==> src/rtl/vga_timing_gen.sv <==
// VGA raster timing generator.
// Counts pixels and lines, and produces registered hsync, vsync, data-enable
// and visible-area pixel coordinates. The display mode is latched once per
// frame so downstream pattern generators never see a mid-frame mode change.
module vga_timing_gen #(
  parameter int unsigned H_ACTIVE = 640,
  parameter int unsigned H_FP     = 16,
  parameter int unsigned H_SYNC   = 96,
  parameter int unsigned H_BP     = 48,
  parameter int unsigned V_ACTIVE = 480,
  parameter int unsigned V_FP     = 10,
  parameter int unsigned V_SYNC   = 2,
  parameter int unsigned V_BP     = 33,
  parameter bit          SYNC_POL = 1'b0
) (
  input  logic        sys_clk,
  input  logic        sys_rst,
  input  logic [1:0]  mode_in,
  output logic        hsync,
  output logic        vsync,
  output logic        de,
  output logic [11:0] pix_x,
  output logic [11:0] pix_y,
  output logic        frame_start,
  output logic [1:0]  mode_frame
);

  localparam int unsigned H_TOTAL = H_ACTIVE + H_FP + H_SYNC + H_BP;
  localparam int unsigned V_TOTAL = V_ACTIVE + V_FP + V_SYNC + V_BP;

  localparam logic [11:0] HLast = 12'(H_TOTAL - 1);
  localparam logic [11:0] VLast = 12'(V_TOTAL - 1);

  // Region bounds are 13 bits wide so a sync window ending exactly at 4096
  // still compares correctly against a 12-bit counter.
  localparam logic [12:0] HActEnd  = 13'(H_ACTIVE);
  localparam logic [12:0] HSyncBeg = 13'(H_ACTIVE + H_FP);
  localparam logic [12:0] HSyncEnd = 13'(H_ACTIVE + H_FP + H_SYNC);
  localparam logic [12:0] VActEnd  = 13'(V_ACTIVE);
  localparam logic [12:0] VSyncBeg = 13'(V_ACTIVE + V_FP);
  localparam logic [12:0] VSyncEnd = 13'(V_ACTIVE + V_FP + V_SYNC);

  logic [11:0] h_cnt_q, h_cnt_d;
  logic [11:0] v_cnt_q, v_cnt_d;
  logic        h_wrap, v_wrap;

  logic [12:0] h_ext, v_ext;
  logic        h_act, v_act;
  logic        h_sync_win, v_sync_win;

  logic        hsync_d, vsync_d, de_d, frame_start_d;
  logic [11:0] pix_x_d, pix_y_d;

  // Counter next state: h wraps every line, v advances only on h wrap.
  always_comb begin
    h_wrap  = (h_cnt_q == HLast);
    v_wrap  = (v_cnt_q == VLast);
    h_cnt_d = h_wrap ? 12'd0 : h_cnt_q + 12'd1;
    v_cnt_d = v_cnt_q;
    if (h_wrap) begin
      v_cnt_d = v_wrap ? 12'd0 : v_cnt_q + 12'd1;
    end
  end

  // Decode the current counter position into next-cycle output values.
  always_comb begin
    h_ext         = {1'b0, h_cnt_q};
    v_ext         = {1'b0, v_cnt_q};
    h_act         = (h_ext < HActEnd);
    v_act         = (v_ext < VActEnd);
    h_sync_win    = (h_ext >= HSyncBeg) && (h_ext < HSyncEnd);
    v_sync_win    = (v_ext >= VSyncBeg) && (v_ext < VSyncEnd);
    de_d          = h_act & v_act;
    pix_x_d       = h_act ? h_cnt_q : 12'd0;
    pix_y_d       = v_act ? v_cnt_q : 12'd0;
    hsync_d       = h_sync_win ? SYNC_POL : ~SYNC_POL;
    vsync_d       = v_sync_win ? SYNC_POL : ~SYNC_POL;
    frame_start_d = (h_cnt_q == 12'd0) && (v_cnt_q == 12'd0);
  end

  // Pixel and line counters.
  always_ff @(posedge sys_clk or posedge sys_rst) begin
    if (sys_rst) begin
      h_cnt_q <= 12'd0;
      v_cnt_q <= 12'd0;
    end else begin
      h_cnt_q <= h_cnt_d;
      v_cnt_q <= v_cnt_d;
    end
  end

  // Registered timing outputs, one cycle behind the counters.
  always_ff @(posedge sys_clk or posedge sys_rst) begin
    if (sys_rst) begin
      hsync       <= ~SYNC_POL;
      vsync       <= ~SYNC_POL;
      de          <= 1'b0;
      pix_x       <= 12'd0;
      pix_y       <= 12'd0;
      frame_start <= 1'b0;
    end else begin
      hsync       <= hsync_d;
      vsync       <= vsync_d;
      de          <= de_d;
      pix_x       <= pix_x_d;
      pix_y       <= pix_y_d;
      frame_start <= frame_start_d;
    end
  end

  // Mode is captured only on the edge that registers frame_start.
  always_ff @(posedge sys_clk or posedge sys_rst) begin
    if (sys_rst) begin
      mode_frame <= 2'd0;
    end else if (frame_start_d) begin
      mode_frame <= mode_in;
    end
  end

endmodule

==> config.mk <==
export PLATFORM = sky130hd
export DESIGN_NAME = vga_timing_gen
export DESIGN_NICKNAME = d
export VERILOG_FILES = /design/src/rtl/vga_timing_gen.sv
export SDC_FILE = /design/constraint.sdc
export NUM_CORES = 1
export LEC_CHECK = 0
export CAP_MARGIN = 30
export CELL_PAD_IN_SITES_DETAIL_PLACEMENT = 1
export CELL_PAD_IN_SITES_GLOBAL_PLACEMENT = 1
export CORE_UTILIZATION = 40
export CTS_BUF_LIST = sky130_fd_sc_hd__clkbuf_4
export CTS_CLUSTER_DIAMETER = 60
export DETAILED_ROUTE_END_ITERATION = 10
export PLACE_DENSITY = 0.84
export SETUP_SLACK_MARGIN = 0.05
export SLEW_MARGIN = 20
export SYNTH_ARGS = -nofsm -noshare
export SYNTH_HDL_FRONTEND = slang
export SYNTH_SLANG_ARGS = --single-unit
export TNS_END_PERCENT = 100
==> constraint.sdc <==
create_clock -name sys_clk -period 3 [get_ports sys_clk]
set_input_delay 0.9 -clock sys_clk [delete_from_list [all_inputs] [get_ports sys_clk]]
set_output_delay 0.9 -clock sys_clk [all_outputs]
set_load 0.03 [all_outputs]
==> results.toml, run 1 <==
[status]
status = "finished, final reports clean"

[global_routing]
busiest_layer = "met2"
grt_start_max_net_pins = 55
grtUsageMet2 = 0.314
use_met3 = 0.0314
grt_pass1_vias = 1790
grtUsageTotal = 0.187
grt_remaining_overflow = 0
met1_usage = 0.237
grt_pass1_wl_mm = 8.77
antenna_found_initial = 0

[timing]
fin_setup_tns_ns = 0
fin_ws_ns = 0.529
skew_ns = 0.0126
period_needed_ns = 2.47
min_period_over_period = 0.824
slew_headroom = 0.592
worstMarginPinSlew_ns = 0.610
setup_viol = 0
timing.fmax_mhz = 405
grt_setup_unrepaired = "no"
hold_violations = 0
whs_ns = 0.517
drv_slew = 0

[cts]
clock_sinks = 54
clk_latency_ns = 0.38
cts_setup_buffers = 0
numCtsBuffers = 5
tritoncts = "built"
clk_path_buf_depth = 2
hold_buffers = 0
clock-root-buffer = "clkbuf_4"
cts.reportedPaths.clkPinSlew_ns = 0.15
htree_levels = 2
cts_resized = 0

[synthesis]
synthAdderAreaFrac = 0.0216
synth_compound_area_frac = 0.0427
synth_top_area_cell = "dfrtp_1"
ys_seq_area_frac = 0.585
syn_area_um2 = 2320
synth.distinct_cells = 36
synth_mux_area_frac = 0.0270
synth_top_family_by_area = "simple AND/OR/NAND/NOR gates"
synthXorXnorAreaFrac = 0.0378
syn_area_per_cell_um2 = 10.8
synth-simple-area-share = 0.239
synth_cells = 214
ys_warn_count = 0
ys_seq_elements = 54
synth_area_leaders = "dfrtp_1, nand3_1, and3_1"
yosysTopAreaCellShare = 0.562

[floorplan]
dieArea_um2 = 6100
die_w_um = 78.1
ios = 34
row_count = 27
core_um2 = 5540
start_util = 0.418
die_h_um = 78.1

[setup_path]
crit_path_max_incr_delay_ns = 0.65
cp-start-kind = "flop"
reg2reg_to = "v_cnt_q[11]$_DFFE_PP0N_"
arrival_ns = 1.57
regToRegSetupSlack_ns = 0.64
endpoint_kind = "output port"
path_cells = "clkdlybuf4s50_1"
crit_slowest_cell = "clkdlybuf4s50_1"
cp.required_ns = 2.10
worstSetupPathType = "flop to output port"
path_max_fanout = 1
reg2reg_from = "h_cnt_q[10]$_DFF_PP0_"
crit_family = "buffers and inverters"
critPathBufInv = 1
worstRegToRegCells = 4

[routing]
avgRoutedWirePerCell_um = 16.0
drt_wl_total_mm = 5.16
first_iter_violations = 131
vias_per_cell = 5.36
drtAntennaViolNets = 0
vias = 1725
firstDrtPassIters = 4
drc = 0

[final_layout]
diodes = 0
area_growth_pct = 20.3
fin_area_um2 = 2790
drive_above_1_share = 0.0760
final_nets = 257
fillers = 629

[min_path]
hp-class = "flop to flop"
min_to = "h_cnt_q[0]$_DFF_PP0_"
min_from = "h_cnt_q[0]$_DFF_PP0_"
hold_path_depth = 1

[power_and_ir_drop]
p_leak_nw = 1.24
finalPower_mw = 1.09
irDropWorstVdd_v = 0.000154
combPwrFrac = 0.039
p_sw_frac = 0.233
intPower_uw = 836
p_switching_uw = 254
power_frac_clock = 0.287
powerDensity_nw_per_um2 = 391
share_seq_of_total_power = 0.674

[placed_design]
preCtsSetupSlack_ns = 0.664
hpwl_mm = 3.75
globalplace.congestion = 0.838
place_area_um2 = 2730
portBuffers = 33

[flow_run]
drv_cap = 0
## metal layers
| layer | up-vias | routed length, um |
|---|---|---|
| met2 | 39 | 2560 |
| met4 | 0 | 106 |
| met5 | - | 0 |
| met3 | 8 | 150 |
| li1 | 809 | - |
| met1 | 869 | 2340 |
## state kept, by name, summed over array words and instances, names as in the netlist
register and count:
pix_y 12, hsync 1, frame_start 1, vsync 1, de 1, mode_frame 2, v_cnt_q 12, h_cnt_q 12
pix_x 12
## how the worst max path moves through the flow
stage                                     start                       to  cells past startpoint
after floorplan                         sys_rst             de$_DFF_PP0_                      1
final                           vsync$_DFF_PP1_                    vsync                      1
after global routing            hsync$_DFF_PP1_                    hsync                      1
after detailed placement  h_cnt_q[10]$_DFF_PP0_  v_cnt_q[11]$_DFFE_PP0N_                      4
after CTS                       hsync$_DFF_PP1_                    hsync                      1
after global placement    h_cnt_q[10]$_DFF_PP0_  v_cnt_q[11]$_DFFE_PP0N_                      4
## power by group through the flow
stage               clock network, mW  registers [mW]  logic [mW]
floorplan                           0           0.758      0.0123
global placement                    0           0.748      0.0430
detailed placement                  0           0.748      0.0439
CTS                             0.322           0.735      0.0440
global route                    0.354           0.736      0.0469
finish                          0.313           0.734      0.0425
## placed cells by master, fill, tap and decap left out, types with 3 or more instances in the layout
master           count
o22ai_1              4
nor2_1              12
nand2_1              9
nor4_1               8
o21ai_0              4
conb_1               5
xor2_1               6
mux2i_1              4
nand4_1             11
and2_1               6
nand3_1             14
inv_1               13
nor3_1               6
a21oi_1              9
xnor2_1              4
clkdlybuf4s50_1     33
ha_1                 4
and3_1              11
clkbuf_4             5
dfrtp_1             52
and4_1               3
## area by class of cell
class / count / area, um2 / area share
multi-input combinational: 138 / 871 / 0.313
clock inverter: 3 / 16.3 / 0.00584
clock buffer: 5 / 37.5 / 0.0135
sequential: 54 / 1350 / 0.486
timing repair buffer: 36 / 365 / 0.131
tap: 72 / 90.1 / 0.0323
inverter: 14 / 52.6 / 0.0189
## synth_stat cells (all sizes together)
cell type  instances
or4                3
o31a               1
xor2               6
nor2              12
a21oi              9
or3                2
conb               1
and4               3
buf                2
o21ai              4
and2               6
nand3             14
o22ai              4
and3              11
mux2i              4
inv               14
nand2b             2
mux2               2
dfstp              2
nor3b              1
dfrtp             52
nor2b              2
ha                 4
nor4bb             1
clkbuf            10
or2                1
nand4             11
nor4               9
xnor2              4
or4b               1
nor3               6
nand2              9
or3b               1
## metrics by stage
step,instances,util
2_1_floorplan,218,-
3_3_place_gp,314,0.493
3_5_place_dp,314,0.493
4_1_cts,322,0.503
5_1_grt,322,0.503
6_report,322,0.503
## logic make-up after synthesis
group,after synthesis
simple gates,95
flops,54
buf+inv,26
compound gates,18
xor+xnor,10
mux,6
fa+ha+maj,4
other cells,1
Note: power is estimated with default switching activity, not from simulation.
==> inputs of run 2 (changes only) <==
==> constraint.sdc (replaced) <==
create_clock -name sys_clk -period 2.4 [get_ports sys_clk]
set_input_delay 0.72 -clock sys_clk [delete_from_list [all_inputs] [get_ports sys_clk]]
set_output_delay 0.72 -clock sys_clk [all_outputs]
set_load 0.03 [all_outputs]
==> results.toml, run 2 (synthesized netlist as in run 1, its figures left out) <==
[floorplan]
row_count = 27
dieArea_um2 = 6100
ios = 34
die_h_um = 78.1
start_util = 0.418
die_w_um = 78.1
core_um2 = 5540

[flow_run]
drv_cap = 0

[final_layout]
fin_area_um2 = 2920
final_common_cell = "dfrtp_1"
drive_above_1_share = 0.129
area_growth_pct = 26.1
final_nets = 271
final_cell_mix = "dfrtp_1, clkdlybuf4s50_1, buf_4"
diodes = 0

[routing]
drc = 0
vias_per_cell = 5.46
drtAntennaViolNets = 0
firstDrtPassIters = 4
vias = 1836
first_iter_violations = 218
drt_wl_total_mm = 5.78
avgRoutedWirePerCell_um = 17.2

[cts]
clk_latency_ns = 0.38
clock_sinks = 54
clock-root-buffer = "clkbuf_4"
htree_levels = 2
numCtsBuffers = 5
tritoncts = "built"
clk_path_buf_depth = 2
cts.reportedPaths.clkPinSlew_ns = 0.15

[global_routing]
antenna_found_initial = 0
grt_remaining_overflow = 0
grt_start_max_net_pins = 55
grtUsageTotal = 0.207
grt_pass1_wl_mm = 9.51
grt_pass1_vias = 1834

[setup_path]
cp.required_ns = 1.68
cp-start-kind = "flop"
arrival_ns = 1.58
crit_path_max_incr_delay_ns = 0.65
path_max_fanout = 1
path_cells = "clkdlybuf4s50_1"
crit_family = "buffers and inverters"
crit_slowest_cell = "clkdlybuf4s50_1"
worstSetupPathType = "flop to output port"
critPathBufInv = 1
endpoint_kind = "output port"

[timing]
fin_setup_tns_ns = 0
min_period_over_period = 0.956
slew_headroom = 0.666
setup_viol = 0
timing.fmax_mhz = 436
period_needed_ns = 2.30
hold_violations = 0
drv_slew = 0
skew_ns = 0.00810
worstMarginPinSlew_ns = 0.500
grt_setup_unrepaired = "no"
whs_ns = 0.532

[power_and_ir_drop]
irDropWorstVdd_v = 0.000340
powerDensity_nw_per_um2 = 509
finalPower_mw = 1.49
p_leak_nw = 1.32

[placed_design]
hpwl_mm = 3.81
portBuffers = 33
place_area_um2 = 2820
globalplace.congestion = 0.794

[min_path]
hp-class = "flop to flop"

[status]
status = "finished, final reports clean"
[run 2: cell type report]
class	count	area [um2]
Fill cell	620	2620
Sequential cell	54	1350
Multi-Input combinational cell	138	871
Timing Repair Buffer	50	470
Tap cell	72	90.1
Inverter	14	52.6
Clock buffer	6	45.0
Clock inverter	2	37.5
[run 2: power by group]
group,switching [mW],internal [mW]
clock network,0.283,0.231
logic,0.0339,0.0190
registers,0.00209,0.916
[run 2: through the flow]
step                      utilization  setup slack, ns  instances
after floorplan                     -            0.243        218
after global placement          0.509            0.251        326
after detailed placement        0.509            0.211        326
after CTS                       0.524           0.0724        334
after global routing            0.527           0.0555        336
final                           0.527            0.105        336
[run 2: path summary, 6_finish.rpt]
path / cells after the start / endpoint / startpoint / slack, ns
hold / removal: 1 / h_cnt_q[0]$_DFF_PP0_ / h_cnt_q[0]$_DFF_PP0_ / 0.53
setup / recovery: 1 / hsync / hsync$_DFF_PP1_ / 0.10
max in group asynchronous: 3 / vsync$_DFF_PP1_ / sys_rst / 1.44
hold reg to reg: 1 / h_cnt_q[0]$_DFF_PP0_ / h_cnt_q[0]$_DFF_PP0_ / 0.53
setup reg to reg: 5 / v_cnt_q[11]$_DFFE_PP0N_ / h_cnt_q[0]$_DFF_PP0_ / 0.13
min in group asynchronous: 3 / pix_x[7]$_DFF_PP0_ / sys_rst / 0.68
[run 2: what timing repair did]
action | CTS | global route
gates resized for setup | 0 | 0
endpoints found under the setup margin | 0 | 1
hold buffers | 0 | 0
setup buffers | 0 | 2
[run 2: routing by layer]
metal | GRT usage | vias to the layer above | share of wire
met5 | 0 | - | 0
met4 | 0.0833 | 0 | 0.025
met3 | 0.0326 | 12 | 0.030
met2 | 0.343 | 48 | 0.50
met1 | 0.270 | 938 | 0.45
li1 | - | 838 | -
==> inputs of run 3 (changes only) <==
--- a/config.mk
+++ b/config.mk
@@ -8,6 +8,7 @@
 export CAP_MARGIN = 30
 export CELL_PAD_IN_SITES_DETAIL_PLACEMENT = 1
 export CELL_PAD_IN_SITES_GLOBAL_PLACEMENT = 1
+export CORE_ASPECT_RATIO = 1.5
 export CORE_UTILIZATION = 40
 export CTS_BUF_LIST = sky130_fd_sc_hd__clkbuf_4
 export CTS_CLUSTER_DIAMETER = 60
==> results.toml, run 3 (synthesized netlist as in run 1, its figures left out) <==
[timing]
skew_ns = 0.00908
fin_ws_ns = 0.116
worstMarginPinSlew_ns = 0.657
slew_headroom = 0.558
setup_viol = 0
fin_setup_tns_ns = 0
period_needed_ns = 2.28
hold_violations = 0
timing.fmax_mhz = 438
min_period_over_period = 0.952
grt_setup_unrepaired = "no"
drv_slew = 0
whs_ns = 0.527

[final_layout]
fin_area_um2 = 2890
final_cell_mix = "dfrtp_1, clkdlybuf4s50_1, nand3_1"
drive_above_1_share = 0.115
diodes = 0
fillers = 629
multi_input_area_um2 = 871
final_common_cell = "dfrtp_1"
final_nets = 267
area_growth_pct = 24.7
register_area_um2 = 1350

[routing]
avgRoutedWirePerCell_um = 16.0
firstDrtPassIters = 4
vias_per_cell = 5.27
vias = 1740
drc = 0
drtAntennaViolNets = 0
drt_wl_total_mm = 5.27
first_iter_violations = 108

[floorplan]
ios = 34
start_util = 0.419
die_w_um = 64.1
row_count = 33
die_h_um = 95.2
dieArea_um2 = 6100
core_um2 = 5530

[power_and_ir_drop]
irDropWorstVdd_v = 0.000280
powerDensity_nw_per_um2 = 512
p_leak_nw = 1.30
finalPower_mw = 1.48

[setup_path]
cp-start-kind = "flop"
reg2reg_from = "h_cnt_q[6]$_DFF_PP0_"
worstSetupPathType = "flop to output port"
critPathLaunch = "vsync$_DFF_PP1_"
crit_family = "buffers and inverters"
regToRegSetupSlack_ns = 0.18
cp.required_ns = 1.68
path_max_fanout = 1
crit_path_max_incr_delay_ns = 0.66
path_cells = "clkdlybuf4s50_1"
crit_slowest_cell = "clkdlybuf4s50_1"
endpoint_kind = "output port"
critPathBufInv = 1
arrival_ns = 1.56

[global_routing]
grt_pass1_vias = 1804
grtUsageTotal = 0.188
grt_pass1_wl_mm = 8.71
antenna_found_initial = 0
grt_remaining_overflow = 0
grt_start_max_net_pins = 37

[cts]
cts.reportedPaths.clkPinSlew_ns = 0.14
clk_path_buf_depth = 2
clock-root-buffer = "clkbuf_4"
hold_buffers = 0
cts_resized = 0
cts_setup_buffers = 0
tritoncts = "built"
clock_sinks = 54
numCtsBuffers = 5
htree_levels = 2
clk_latency_ns = 0.37

[min_path]
min_from = "h_cnt_q[0]$_DFF_PP0_"
hp-class = "flop to flop"

[placed_design]
portBuffers = 33
place_area_um2 = 2810
hpwl_mm = 3.84
globalplace.congestion = 0.845
preCtsSetupSlack_ns = 0.227

[flow_run]
drv_cap = 0

[status]
status = "finished, final reports clean"
-- run 3: cell types whose count changed in the layout (fill, tap and decap cells not counted) --
| cell | change |
|---|---|
| buf_4 | -4 |
-- run 3: routing by layer --
metal | vias to the layer above | GRT usage | part of all wire
li1 | 831 | - | -
met5 | - | 0 | 0
met3 | 7 | 0.0251 | 0.019
met2 | 30 | 0.359 | 0.55
met4 | 0 | 0.0648 | 0.018
met1 | 872 | 0.212 | 0.41
-- run 3: metrics by stage --
stage,util,std cells
after floorplan,-,218
after global placement,0.507,322
after detailed placement,0.507,322
after CTS,0.522,330
after global routing,0.522,330
final,0.522,330
-- run 3: area by class of cell --
type	instances	share of cell area
multi-input cells	138	0.302
flip-flops and latches	54	0.469
repair buffers	46	0.153
well taps	70	0.0303
clock inverters	2	0.0130
inverters	14	0.0182
clock buffers	6	0.0156
-- run 3: final timing paths --
check / cells past startpoint / to
worst min register to register: 1 / h_cnt_q[0]$_DFF_PP0_
worst min-delay path: 1 / h_cnt_q[0]$_DFF_PP0_
min in group asynchronous: 2 / pix_y[9]$_DFF_PP0_
worst max register to register: 5 / v_cnt_q[9]$_DFFE_PP0N_
max in group asynchronous: 3 / hsync$_DFF_PP1_
worst max-delay path: 1 / vsync
-- run 3: where the power goes --
part | total (mW) | internal (mW) | switching [mW]
Clock | 0.508 | 0.231 | 0.276
Sequential | 0.918 | 0.916 | 0.00194
Combinational | 0.0536 | 0.0189 | 0.0347
Total | 1.48 | 1.17 | 0.313
